[config.mk]
export PLATFORM = sky130hd
export DESIGN_NAME = mem_bus_arbiter
export DESIGN_NICKNAME = d
export VERILOG_FILES = /design/src/rtl/soc_bus_pkg.sv /design/src/rtl/mem_bus_arbiter_rr.sv /design/src/rtl/mem_bus_arbiter.sv
export SDC_FILE = /design/constraint.sdc
export NUM_CORES = 1
export LEC_CHECK = 0
export CORE_AREA = 5 5 116 118
export CTS_CLUSTER_DIAMETER = 60
export CTS_CLUSTER_SIZE = 8
export DETAILED_ROUTE_END_ITERATION = 16
export DIE_AREA = 0 0 121 123
export PLACE_DENSITY = 0.59
export SKIP_LAST_GASP = 1
export SLEW_MARGIN = 20
export SYNTH_ARGS = -nofsm -noshare
export SYNTH_HDL_FRONTEND = slang
export SYNTH_SLANG_ARGS = --single-unit
[constraint.sdc]
create_clock -name clk -period 1.7 [get_ports clk]
set_clock_uncertainty 0.15 [all_clocks]
set_input_delay 0.255 -clock clk [delete_from_list [all_inputs] [get_ports clk]]
set_output_delay 0.255 -clock clk [all_outputs]
set_load 0.01 [all_outputs]
[src/rtl/soc_bus_pkg.sv]
// soc_bus_pkg
//   Shared types and constants for the SoC memory bus arbiter.
//   Contents:
//     arb_state_t      - arbiter FSM state (IDLE, BUSY)
//     M0, M1           - master indices into grant / request vectors
//     BUS_ADDR_W       - default bus address width
//     BUS_DATA_W       - default bus data width
//     DEFAULT_TIMEOUT  - default BUSY-cycle limit when the timeout is built in
package soc_bus_pkg;

  typedef enum logic {
    IDLE = 1'b0,
    BUSY = 1'b1
  } arb_state_t;

  localparam int M0 = 0;
  localparam int M1 = 1;

  localparam int BUS_ADDR_W      = 32;
  localparam int BUS_DATA_W      = 32;
  localparam int DEFAULT_TIMEOUT = 255;

endpackage

[src/rtl/mem_bus_arbiter_rr.sv]
// rr_arbiter2
//   Combinational two-way round-robin pick.
//   Ports:
//     req[1:0]    in   request vector, bit0 = m0
//     last_owner  in   master served last (0 = m0, 1 = m1)
//     gnt[1:0]    out  one-hot winner, 0 when nobody requests
module rr_arbiter2
  import soc_bus_pkg::*;
(
  input  logic [1:0] req,
  input  logic       last_owner,
  output logic [1:0] gnt
);

  always_comb begin
    gnt = 2'b00;
    if (req[M0] && req[M1]) begin
      // Tie: the master that was not served last wins.
      gnt = last_owner ? 2'b01 : 2'b10;
    end else if (req[M0]) begin
      gnt = 2'b01;
    end else if (req[M1]) begin
      gnt = 2'b10;
    end
  end

endmodule

[src/rtl/mem_bus_arbiter.sv]
// mem_bus_arbiter
//   Shares one valid/ready memory bus between two masters (m0 = CPU,
//   m1 = boot loader / DMA). One outstanding transaction at a time,
//   round-robin on ties, one idle cycle after every completion.
//   Optional feature macro: ARB_TIMEOUT_EN - when defined, a BUSY access
//   that gets no s_ready within TIMEOUT cycles is force-completed with
//   rdata = 0 and a timeout_err pulse.
//   Ports:
//     clk, rstn                       clock, synchronous active-low reset
//     mX_valid/addr/wdata/wstrb       master requests (wstrb = 0 is a read)
//     mX_ready, mX_rdata              completion pulse and read data
//     s_valid/addr/wdata/wstrb        request to the address decoder
//     s_ready, s_rdata                decoder completion and read data
//     grant                           one-hot current owner, 0 when idle
//     timeout_err                     one-cycle pulse on forced completion
//
//   state | meaning
//   IDLE  | bus free; pick a requester and register grant
//   BUSY  | granted master drives the bus; wait for s_ready (or timeout)
module mem_bus_arbiter
  import soc_bus_pkg::*;
#(
  parameter int ADDR_W  = BUS_ADDR_W,
  parameter int DATA_W  = BUS_DATA_W,
  parameter int TIMEOUT = DEFAULT_TIMEOUT
) (
  input  logic                clk,
  input  logic                rstn,
  input  logic                m0_valid,
  input  logic [ADDR_W-1:0]   m0_addr,
  input  logic [DATA_W-1:0]   m0_wdata,
  input  logic [DATA_W/8-1:0] m0_wstrb,
  output logic                m0_ready,
  output logic [DATA_W-1:0]   m0_rdata,
  input  logic                m1_valid,
  input  logic [ADDR_W-1:0]   m1_addr,
  input  logic [DATA_W-1:0]   m1_wdata,
  input  logic [DATA_W/8-1:0] m1_wstrb,
  output logic                m1_ready,
  output logic [DATA_W-1:0]   m1_rdata,
  output logic                s_valid,
  output logic [ADDR_W-1:0]   s_addr,
  output logic [DATA_W-1:0]   s_wdata,
  output logic [DATA_W/8-1:0] s_wstrb,
  input  logic                s_ready,
  input  logic [DATA_W-1:0]   s_rdata,
  output logic [1:0]          grant,
  output logic                timeout_err
);

  arb_state_t state_q;
  logic [1:0] grant_q;
  logic       last_q;
  logic [1:0] pick;
  logic       busy;
  logic       tmo_hit;
  logic       done;

  rr_arbiter2 u_rr (
    .req        ({m1_valid, m0_valid}),
    .last_owner (last_q),
    .gnt        (pick)
  );

  assign busy = (state_q == BUSY);

`ifdef ARB_TIMEOUT_EN
  localparam int CNT_W = $clog2(TIMEOUT + 1);

  logic [CNT_W-1:0] busy_cnt_q;

  assign tmo_hit     = busy && (busy_cnt_q == CNT_W'(TIMEOUT));
  // A decoder answer in the timeout cycle wins over the forced completion.
  assign timeout_err = tmo_hit && !s_ready;

  // Holds 1 during the first BUSY cycle, so it equals the BUSY cycle number.
  always_ff @(posedge clk) begin
    if (!rstn) begin
      busy_cnt_q <= '0;
    end else if (!busy && (pick != 2'b00)) begin
      busy_cnt_q <= CNT_W'(1);
    end else if (busy && !done) begin
      busy_cnt_q <= busy_cnt_q + 1'b1;
    end
  end
`else
  // TIMEOUT only matters when the timeout counter is built in.
  logic unused_timeout;
  assign unused_timeout = ^TIMEOUT;
  assign tmo_hit        = 1'b0;
  assign timeout_err    = 1'b0;
`endif

  assign done = busy && (s_ready || tmo_hit);

  always_ff @(posedge clk) begin
    if (!rstn) begin
      state_q <= IDLE;
      grant_q <= 2'b00;
      last_q  <= 1'b1;
    end else begin
      case (state_q)
        IDLE: begin
          if (pick != 2'b00) begin
            grant_q <= pick;
            state_q <= BUSY;
          end
        end
        BUSY: begin
          if (done) begin
            last_q  <= grant_q[M1];
            grant_q <= 2'b00;
            state_q <= IDLE;
          end
        end
        default: begin
          grant_q <= 2'b00;
          state_q <= IDLE;
        end
      endcase
    end
  end

  assign s_valid = busy;
  assign grant   = grant_q;
  assign s_addr  = grant_q[M1] ? m1_addr  : m0_addr;
  assign s_wdata = grant_q[M1] ? m1_wdata : m0_wdata;
  assign s_wstrb = grant_q[M1] ? m1_wstrb : m0_wstrb;

  assign m0_ready = done && grant_q[M0];
  assign m1_ready = done && grant_q[M1];

  // Forced completions return zero; rdata is also zero whenever ready is low.
  assign m0_rdata = (m0_ready && s_ready) ? s_rdata : '0;
  assign m1_rdata = (m1_ready && s_ready) ? s_rdata : '0;

endmodule
==> out/results.tsv, run 1 <==
metric	value	unit
cts_tree	yes	
postRouteAntennaNets	0	
final_cells	677	
synth_top_family_by_area	multiplexers	
dp_hpwl	9.02	mm
cts_num_sinks	4	
multi_input_area	1530	µm²
die_h	123	µm
gr-usage-all-layers	13.1	%
endpoint_kind	output port	
drc	0	
synth_area	1520	µm²
synthCells	168	
cap_violations	0	
netlist_top_cells_area	mux2_2, and2_1, mux2_4	
finalMaxSlewViolations	0	
clk_latency	0.23	ns
layout_commonest_cell	clkdlybuf4s50_1	
mostFrequentLayoutCells	clkdlybuf4s50_1, buf_6, mux2_4	
period_share	107	%
p_per_area	348	nW/µm²
synth_compound_gate_area_share	2.97	%
grt_pass1_wl	15.0	mm
grt_max_degree	34	
fin_ws	-0.120	ns
crit_path_max_fanout	7	
yosysWarnings	0	
rr_worst_depth	4	
path_common_cell	buf_6	
dr.pass1.iters	3	
yosysSeqAreaShare	5.28	%
fillers	1225	
setup_viol	103	
ff2ff_setup_slack	0.35	ns
power	0.00185	W
cpMaxStageDelayCell	dfxtp_4	
initial_utilization	12.3	%
grt_pass1_vias	2739	
hold_violations	0	
total_leakage_power	2.49	nW
hold_buffers	0	
dp.cells	641	
cp-endpoint	s_addr[5]	
synth_top_cell_area_share	43.8	%
die_w	121	µm
syn_avg_cell_area	9.02	µm²
timing.critical_path.cells	buf_6 > buf_16 > buf_4 > mux2_4 > buf_6	
layout-drive-gt1-share	52.3	%
antenna_found_initial	0	
post_drt_wl_per_cell	17.3	µm
crit_arrival	1.42	ns
cts_buffers	3	
synth_cell_types	19	
synth_mux_area_share	52.8	%
clkSlewWorstSetupHoldPaths	0.03	ns
synth_xor_area_share	0	%
grt_overflow_total	0	
clock-root-buffer	clkbuf_16	
ys_ff_latch	4	
synthesis.nets	341	
final_core_utilization	43.0	%
nNetsFinal	679	
synth_simple_gate_area_share	30.2	%
crit_cells	5	
drt-vias-per-instance	3.86	
violations	setup timing	
crit_buf_inv	4	
core_area	12400	µm²
min_path_type	flip-flop to flip-flop	
std_cell_rows	41	
postLayoutCellArea	5320	µm²
routabilityCongestion	0.795	
start_kind	flip-flop	
slowest_delay	0.37	ns
status	finished with violations	
fmax	549	MHz
drt_iter0_drc	23	
required	1.29	ns
port_buffers	309	
cts_max_level	1	
clock_path_buffers	2	
ff_latch_area	86.3	µm²
r2r-end	grant[0]$_SDFFE_PN0P_	
path_delay_family	buffers and inverters	
die_area	14900	µm²
criticalPathCategory	flip-flop to output port	
finalCriticalPeriod	1.82	ns
num_vias	2616	
startpoint	grant[1]$_SDFFE_PN0P_	
synth_area_leader_cell	mux2_2	
insertedDiodeCount	0	
placed_area	4820	µm²
regToRegStartpoint	s_valid$_SDFF_PN0_	
area_growth	251	%
ir_drop	0.159	mV
io_pins	311	
wl	11.7	mm
yosys.area_share.adder	0	%
rsz0062_at_grt	yes	
## worst register-to-register path, delay by kind of cell (launching register included)
kind                   cells  cell delay, ns
AO/OA/AOI/OAI              2            0.56
buffers and inverters      2            0.27
flip-flops                 1            0.32
## through the flow
step / hold slack, ns / worst slack, ns / setup TNS [ns]
2_1_floorplan: 0.238 / 0.192 / 0
5_1_grt: 0.362 / -0.156 / -10.52
6_report: 0.338 / -0.120 / -5.15
4_1_cts: 0.340 / -0.205 / -15.35
3_5_place_dp: 0.333 / -0.569 / -45.65
3_3_place_gp: 0.336 / -0.541 / -43.85
## power by group
part / internal (W) / switching [W] / total, W
clock: 0.000311 / 0.0000748 / 0.000385
sequential: 0.000103 / 0.00000886 / 0.000112
combinational: 0.000935 / 0.000417 / 0.00135
total: 0.00135 / 0.000501 / 0.00185
## registers in the layout (all words and copies together), names as in the netlist
signal   count
grant        2
last_q       1
s_valid      1
## kinds of logic after synthesis
kind of cell / count (synthesis)
multiplexers: 68
buffers and inverters: 17
AND/OR/NAND/NOR: 73
flip-flops: 4
AO/OA/AOI/OAI: 5
other: 1
## synth_stat cells (all sizes together)
cell / count
mux2: 68
and2: 64
buf: 14
dfxtp: 4
nand2b: 3
a32o: 2
and3: 2
and3b: 2
clkbuf: 2
nand2: 2
a211o: 1
a21boi: 1
conb: 1
inv: 1
o31a: 1
## worst min-delay path by stage
stage,startpoint,to,cells past startpoint
2_1_floorplan,m0_valid,s_valid$_SDFF_PN0_,1
3_3_place_gp,last_q$_SDFFE_PN1P_,last_q$_SDFFE_PN1P_,1
3_5_place_dp,last_q$_SDFFE_PN1P_,last_q$_SDFFE_PN1P_,1
4_1_cts,last_q$_SDFFE_PN1P_,last_q$_SDFFE_PN1P_,1
5_1_grt,last_q$_SDFFE_PN1P_,last_q$_SDFFE_PN1P_,1
6_report,last_q$_SDFFE_PN1P_,last_q$_SDFFE_PN1P_,1
## routing by layer
metal  vias to the layer above  part of all wire, %  wire length (µm)  track usage, %
li1                       1249                    -                 -               -
met1                      1152                   32              3730            11.5
met2                       191                   54              6370            27.4
met3                        24                   11              1320            5.67
met4                         0                  2.7               312            2.55
met5                         -                    0                 0               0
## final cells by class
class	count	area share [%]
Sequential cell	4	1.62
Timing Repair Buffer	349	64.1
Multi-Input combinational cell	147	28.7
Tap cell	172	4.05
Clock buffer	4	1.48
Inverter	1	0.0706
## repair_timing
item	CTS	global route
cloned	5	7
endpoints found under the setup margin	136	134
buffers inserted	16	7
gates resized for setup	463	214
pin swaps	1	14
Power figures use the tool's default switching activity.
==> run 2: changes to the inputs <==
Settings changed: SETUP_SLACK_MARGIN set to 0.5.
==> out/results.tsv, run 2 (synthesis gave the netlist of run 1 again) <==
metric	value	unit
core_area	12400	µm²
gr-usage-met1	14.2	%
dr.pass1.iters	4	
port_buffers	309	
dp_hpwl	9.84	mm
io_pins	311	
required	1.29	ns
dpl_worst_slack	-0.621	ns
mostFrequentLayoutCells	clkdlybuf4s50_1, buf_6, and2_4	
crit_buf_inv	4	
clock_path_buffers	2	
drc	0	
cap_violations	0	
total_leakage_power	2.79	nW
criticalPathCategory	flip-flop to output port	
clkSlewWorstSetupHoldPaths	0.03	ns
hold_violations	0	
finalMaxSlewViolations	0	
gr-usage-met2	29.8	%
cts_max_level	1	
startpoint	grant[1]$_SDFFE_PN0P_	
p_per_area	322	nW/µm²
slowest_delay	0.36	ns
regToRegStartpoint	grant[1]$_SDFFE_PN0P_	
status	finished with violations	
cts_buffers	3	
layout_commonest_cell	clkdlybuf4s50_1	
grt_pass1_vias	2973	
insertedDiodeCount	0	
rr_worst_depth	5	
die_area	14900	µm²
final_core_utilization	50.1	%
violations	setup timing	
fin_ws	-0.141	ns
postLayoutCellArea	6190	µm²
endpoint_kind	output port	
wl	12.1	mm
cpMaxStageDelayCell	dfxtp_4	
fmax	543	MHz
placed_area	5070	µm²
die_w	121	µm
gr-usage-all-layers	14.9	%
finalCriticalPeriod	1.84	ns
setup_viol	102	
period_share	108	%
num_vias	2703	
min_from	s_ready	
crit_arrival	1.44	ns
grt_pass1_wl	16.8	mm
grt_max_degree	13	
whs_path_depth	3	
timing.critical_path.cells	buf_12 > buf_12 > clkbuf_16 > mux2_4 > buf_6	
post_drt_wl_per_cell	17.4	µm
ir_drop	0.191	mV
die_h	123	µm
area_growth	308	%
final_cells	698	
start_kind	flip-flop	
path_common_cell	buf_12	
grt.met3_usage	6.04	%
std_cell_rows	41	
crit_path_max_fanout	8	
drt_iter0_drc	26	
nNetsFinal	700	
top_usage_layer	met2	
initial_utilization	12.3	%
antenna_found_initial	0	
min_path_type	input pin to flip-flop	
whs	0.212	ns
path_delay_family	buffers and inverters	
cts_tree	yes	
drt-vias-per-instance	3.87	
largest_reg_flops	2	
rsz0062_at_grt	yes	
clock-root-buffer	clkbuf_16	
routabilityCongestion	0.768	
cts_num_sinks	4	
dp.cells	652	
crit_cells	5	
clk_latency	0.22	ns
hold_buffers	0	
grt_overflow_total	0	
postRouteAntennaNets	0	
layout-drive-gt1-share	64.8	%
==> run 2: layer usage <==
metal,vias to the layer above,part of all wire [%]
met1,1227,33
met3,6,11
met5,-,0
li1,1295,-
met4,0,0.87
met2,175,56
==> run 2: through the flow <==
| stage | total power (W) | setup TNS (ns) |
|---|---|---|
| floorplan | 0.000502 | 0 |
| global placement | 0.00134 | -52.20 |
| detailed placement | 0.00134 | -52.90 |
| CTS | 0.00194 | -10.37 |
| global route | 0.00209 | -11.63 |
| finish | 0.00199 | -7.94 |
==> run 2: report_power, final <==
group	switching, W	internal (W)
Clock	0.0000650	0.000310
Sequential	0.00000889	0.000103
Combinational	0.000457	0.00105
Total	0.000531	0.00146
==> run 2: final cells by class <==
cell class,instances,area [µm²]
sequential,4,88.8
inverter,1,3.75
tap,172,215
multi-input combinational,147,1670
timing repair buffer,370,4130
fill,1145,6170
clock buffer,4,78.8
==> run 2: worst paths after layout <==
| check | to | slack (ns) |
|---|---|---|
| worst min register to register | last_q$_SDFFE_PN1P_ | 0.33 |
| worst max register to register | last_q$_SDFFE_PN1P_ | 0.30 |
| worst max-delay path | s_addr[14] | -0.14 |
| worst min-delay path | last_q$_SDFFE_PN1P_ | 0.21 |
==> run 2: worst register-to-register path: cells and delay by family, from the launching register on <==
kind,cells,cell delay [ns]
simple gates,1,0.17
flops,1,0.36
buf+inv,3,0.39
compound gates,1,0.21
==> run 2: repair_timing <==
action,in CTS,in global routing
setup buffers,26,6
gates resized for setup,745,52
gates cloned,8,2
pin swaps,16,7
setup endpoints to repair,141,140
